### src/rtl/johnson_pkg.sv
// +--------------------------------------------------------------------+
// | johnson_pkg: shared types, code constants and successor helper      |
// | for the 3-bit Johnson phase monitor.            Revision: 1.0       |
// +--------------------------------------------------------------------+
`default_nettype none

package johnson_pkg;

  typedef enum logic [1:0] {
    ACQ   = 2'd0,
    TRACK = 2'd1,
    FAULT = 2'd2
  } state_t;

  // Codes are {Q2,Q1,Q0}; phase n is the n-th code of the count sequence
  localparam logic [2:0] c_code_p0 = 3'b001;
  localparam logic [2:0] c_code_p1 = 3'b011;
  localparam logic [2:0] c_code_p2 = 3'b111;
  localparam logic [2:0] c_code_p3 = 3'b110;
  localparam logic [2:0] c_code_p4 = 3'b100;
  localparam logic [2:0] c_code_p5 = 3'b000;

  localparam logic [2:0] c_code_bad_a = 3'b010;
  localparam logic [2:0] c_code_bad_b = 3'b101;

  function automatic logic [2:0] succ_phase(input logic [2:0] p);
    return (p == 3'd5) ? 3'd0 : p + 3'd1;
  endfunction

endpackage

`default_nettype wire

### src/rtl/johnson_decode.sv
// +--------------------------------------------------------------------+
// | johnson_decode: combinational Johnson code -> phase index, one-hot  |
// | and legality.                                   Revision: 1.0       |
// +--------------------------------------------------------------------+
`default_nettype none

module johnson_decode
  import johnson_pkg::*;
(
  input  logic [2:0] code,
  output logic [2:0] phase_idx,
  output logic [5:0] phase_onehot,
  output logic       legal
);

  always_comb begin
    phase_idx = 3'd0;
    legal     = 1'b1;
    case (code)
      c_code_p0: phase_idx = 3'd0;
      c_code_p1: phase_idx = 3'd1;
      c_code_p2: phase_idx = 3'd2;
      c_code_p3: phase_idx = 3'd3;
      c_code_p4: phase_idx = 3'd4;
      c_code_p5: phase_idx = 3'd5;
      default:   legal     = 1'b0;
    endcase
  end

  assign phase_onehot = legal ? (6'b000001 << phase_idx) : 6'b000000;

endmodule

`default_nettype wire

### src/rtl/johnson_phase_monitor.sv
// +--------------------------------------------------------------------+
// | johnson_phase_monitor: decodes an upstream Johnson counter, locks   |
// | onto a clean sequence, flags faults and counts full cycles.         |
// | Revision: 1.0                                                       |
// +--------------------------------------------------------------------+
`default_nettype none

module johnson_phase_monitor
  import johnson_pkg::*;
#(
  parameter int LOCK_COUNT = 6,
  parameter int CNT_W      = 8
) (
  input  logic             clk,
  input  logic             reset,
  input  logic [2:0]       jc_in,
  input  logic             err_clr,
  output logic [2:0]       phase_idx,
  output logic [5:0]       phase_onehot,
  output logic             phase_valid,
  output logic             locked,
  output logic             err_illegal,
  output logic             err_seq,
  output logic [CNT_W-1:0] cycle_count,
  output logic             wrap_pulse
);

  localparam logic [3:0]       c_lock    = 4'(LOCK_COUNT);
  localparam logic [CNT_W-1:0] c_cnt_one = CNT_W'(1);

  logic [2:0] w_idx;
  logic [5:0] w_onehot;
  logic       w_legal;

  johnson_decode u_decode (
    .code         (jc_in),
    .phase_idx    (w_idx),
    .phase_onehot (w_onehot),
    .legal        (w_legal)
  );

  state_t     r_state;
  logic [3:0] r_run;
  logic       r_prev_valid;
  logic       r_prev_legal;
  logic [2:0] r_prev_idx;

  logic       w_checked;
  logic       w_good;
  logic       w_bad;
  logic [3:0] w_run_inc;

  // A transition is judged only when both ends are legal codes
  assign w_checked = r_prev_valid & r_prev_legal & w_legal;
  assign w_good    = w_checked & (w_idx == succ_phase(r_prev_idx));
  assign w_bad     = w_checked & (w_idx != succ_phase(r_prev_idx));
  assign w_run_inc = r_run + 4'd1;

  always_ff @(posedge clk) begin
    if (reset) begin
      r_state      <= ACQ;
      r_run        <= 4'd0;
      r_prev_valid <= 1'b0;
      r_prev_legal <= 1'b0;
      r_prev_idx   <= 3'd0;
      phase_idx    <= 3'd0;
      phase_onehot <= 6'd0;
      phase_valid  <= 1'b0;
      locked       <= 1'b0;
      err_illegal  <= 1'b0;
      err_seq      <= 1'b0;
      cycle_count  <= '0;
      wrap_pulse   <= 1'b0;
    end else begin
      r_prev_idx   <= w_idx;
      r_prev_legal <= w_legal;
      r_prev_valid <= 1'b1;
      phase_valid  <= w_legal;
      phase_onehot <= w_onehot;
      if (w_legal) begin
        phase_idx <= w_idx;
      end
      wrap_pulse <= 1'b0;

      case (r_state)
        ACQ: begin
          if (!w_legal || w_bad) begin
            r_run <= 4'd0;
          end else if (w_good) begin
            r_run <= w_run_inc;
            if (w_run_inc == c_lock) begin
              r_state <= TRACK;
              locked  <= 1'b1;
            end
          end
        end
        TRACK: begin
          if (!w_legal || w_bad) begin
            err_illegal <= err_illegal | ~w_legal;
            err_seq     <= err_seq | w_bad;
            r_state     <= FAULT;
            locked      <= 1'b0;
          end else if (w_good && (r_prev_idx == 3'd5)) begin
            cycle_count <= cycle_count + c_cnt_one;
            wrap_pulse  <= 1'b1;
          end
        end
        FAULT: begin
          // The code sampled on the clearing edge is forgotten, so the
          // following code starts a fresh, unchecked history.
          if (err_clr) begin
            err_illegal  <= 1'b0;
            err_seq      <= 1'b0;
            r_run        <= 4'd0;
            r_prev_valid <= 1'b0;
            r_state      <= ACQ;
          end
        end
        default: begin
          r_state <= ACQ;
          locked  <= 1'b0;
        end
      endcase
    end
  end

endmodule

`default_nettype wire

### config.mk
export PLATFORM = sky130hd
export DESIGN_NAME = johnson_phase_monitor
export DESIGN_NICKNAME = d
export VERILOG_FILES = /design/src/rtl/johnson_pkg.sv /design/src/rtl/johnson_decode.sv /design/src/rtl/johnson_phase_monitor.sv
export SDC_FILE = /design/constraint.sdc
export NUM_CORES = 1
export LEC_CHECK = 0
export CORE_MARGIN = 4
export CORE_UTILIZATION = 50
export DETAILED_ROUTE_END_ITERATION = 16
export DONT_BUFFER_PORTS = 1
export GPL_ROUTABILITY_DRIVEN = 0
export PLACE_DENSITY = 0.71
export SKIP_CTS_REPAIR_TIMING = 1
export SLEW_MARGIN = 40
export SYNTH_ARGS = -nofsm -noshare
export SYNTH_HDL_FRONTEND = slang
export SYNTH_HIERARCHICAL = 1
export SYNTH_SLANG_ARGS = --single-unit
### constraint.sdc
create_clock -name clk -period 3.4 [get_ports clk]
set_input_delay 0.68 -clock clk [delete_from_list [all_inputs] [get_ports clk]]
set_output_delay 0.68 -clock clk [all_outputs]
set_load 0.005 [all_outputs]
==> impl_metrics.tcl <==
set metrics [dict create \
    status "finished, final reports clean" \
    htree_num_levels 2 \
    seq_area_frac_synth_pct 38.58 \
    wl_per_cell_microns 16.20 \
    vdd_ir_drop_max_mv 0.2431 \
    r2r_slack_ns 1.47 \
    ant_nets 0 \
    ios 28 \
    power_mw 0.6944 \
    finalWirelength_microns 3661 \
    clk_latency_ns 0.34 \
    fmax_mhz 428.5 \
    syn_to_final_growth_pct 3.165 \
    place_inst 219 \
    synth.distinct_cells 47 \
    via_count 1394 \
    holdPathStages 1 \
    critPathMaxFanout 9 \
    fillCellCount 311 \
    post-route-min-period_ns 2.334 \
    ys_ff_latch 32 \
    power.density_mw_per_mm2 405.4 \
    slowest_delay_ns 0.40 \
    startpoint_type "primary input" \
    cts_tree "yes" \
    cts.sinks 32 \
    grt_pass1_vias 1286 \
    synth_nets 196 \
    syn_area_per_cell_sq_um 8.879 \
    whs_endpoint "r_run[2]" \
    cp_top_family "compound AO/OA/AOI/OAI gates" \
    antenna_found_initial 0 \
    yosys-top-cells-count "dfxtp_1 (32), nor2b_1 (15), nand2_1 (11), nor2_1 (11), a21oi_1 (10)" \
    maxCapViolCount 0 \
    worstPathArrival_ns 2.58 \
    p_leak_nw 0.6545 \
    finalWorstSetupSlack_ns 1.066 \
    yosysWarningCount 6 \
    path_cells "xor2_1 -> o22ai_1 -> nor3b_1 -> a21oi_1 -> a32oi_1 -> o21ai_0 -> o311ai_1" \
    setup_viol 0 \
    drt-pass1-iter-count 4 \
    async_flop_share_pct 0 \
    synth.most_common_cell "dfxtp_1" \
    routed_via_density 6.168 \
    drc_errors 0 \
    final_core_util_pct 55.20 \
    slew_headroom_pct 63.92 \
    die_w_microns 65.63 \
    grt_max_degree 31 \
    die_h_microns 65.63 \
    clock_skew_ns 0.004204 \
    drv_slew 0 \
    slowest_stage "o22ai_1" \
    initial_core_util_pct 53.51 \
    grt_pass1_wl_microns 6120 \
    hold_ws_ns 0.3963 \
    instances_no_fill 226 \
    cts.path.max_buffers 2 \
    synth_edf_count 0 \
    rsz0062_at_grt "no" \
    cts_buffers 5 \
    hold_class "primary input to register" \
    min_from "reset" \
    finalHoldViolCount 0 \
    synth_top_cell_by_area "dfxtp_1" \
    path_class "primary input to register" \
    die_area_sq_mm 0.004307 \
    core_sq_mm 0.003103 \
    critPathRequiredTime_ns 3.65 \
    design_area_sq_mm 0.001713 \
    timing.rr.end "r_run[3]" \
    fin_nets 191 \
    hpwlAfterDp_microns 2616 \
    syn_inst 187 \
    synth.cell_area_sq_mm 0.001660 \
    ys.flop_type "dfxtp_1" \
    dr.first_iter.drc_count 102 \
    fp-row-count 20 \
    grt_use_total_pct 18.82 \
    fin_tns_setup_ns 0 \
    cp_num_buf_inv 0 \
    synthTopCellsByArea "dfxtp_1 (39%), nor2b_1 (5.7%), a21oi_1 (3.0%)" \
    dp_slack_ns 0.7570 \
    r2r_start "r_prev_idx[2]" \
    cts_root_buf "clkbuf_4" \
    clkTransAtPathRegs_ns 0.09 \
    yosysTopAreaCellShare_pct 38.58 \
    port_buffers 0 \
    layout-drive-gt1-share_pct 11.54 \
    r2r_cells 5 \
    overflow 0 \
    insertedDiodeCount 0 \
    worstMarginPinSlew_ns 0.5398 \
    min_period_over_period_pct 68.64 \
    dpl_cell_area_sq_mm 0.001648 \
    end_kind "register" \
]
## state kept, by name, summed over array words and instances, names as in the netlist
register / count
phase_onehot: 6
r_prev_idx: 3
r_prev_valid: 1
err_seq: 1
locked: 1
phase_idx: 3
r_state: 2
r_run: 4
wrap_pulse: 1
err_illegal: 1
cycle_count: 8
r_prev_legal: 1
## how the worst max path moves through the flow
stage	to	depth (start not counted)	from
CTS	r_run[3]	7	jc_in[1]
global placement	cycle_count[3]	7	jc_in[0]
floorplan	cycle_count[5]	9	jc_in[1]
finish	r_run[3]	7	jc_in[1]
detailed placement	r_run[3]	7	jc_in[1]
global route	r_run[3]	7	jc_in[1]
## final cells by class
type / count / area, sq um / share of cell area, %
multi-input cells: 136 / 918.4 / 53.62
well taps: 44 / 55.05 / 3.214
flip-flops and latches: 32 / 640.6 / 37.40
clock buffers: 7 / 65.06 / 3.798
repair buffers: 2 / 15.01 / 0.8766
inverters: 5 / 18.77 / 1.096
## metal layers
layer	routed length [microns]	up-vias	track usage (%)
met1	1504	664	21.51
met5	0	-	0
met2	1862	39	31.41
met3	203	8	4.786
met4	91	0	10.88
li1	-	683	-
## power breakdown
part	internal [mW]	switching, mW	leakage [nW]	total (mW)
clock network	0.117	0.123	0.0374	0.240
logic	0.0245	0.0401	0.357	0.0647
registers	0.382	0.00744	0.260	0.390
total	0.524	0.171	0.654	0.694
## kinds of logic after synthesis
family / Yosys count / synth area share, %
and+or+nand+nor: 85 / 29.77
AOI/OAI and AO/OA: 43 / 19.97
DFF: 32 / 38.58
buffers and inverters: 19 / 6.104
muxes: 3 / 1.809
adders and majority gates: 3 / 2.261
xor gates and xnor gates: 2 / 1.508
## cells in the final DEF (no fill, tap or decap), types with 3 or more instances in the layout
cell / count
dfxtp_1: 32
nor2b_1: 15
nand2_1: 11
nor2_1: 11
a21oi_1: 10
nand4_1: 7
and3_1: 6
nor3_1: 6
inv_1: 5
nand3_1: 5
or2_2: 5
o41ai_1: 5
clkbuf_4: 5
o21ai_0: 4
and2b_1: 3
nor3b_1: 3
o311ai_0: 3
mux2i_1: 3
o2111ai_1: 3
ha_1: 3
No activity file was read; power rests on OpenSTA's default activity.
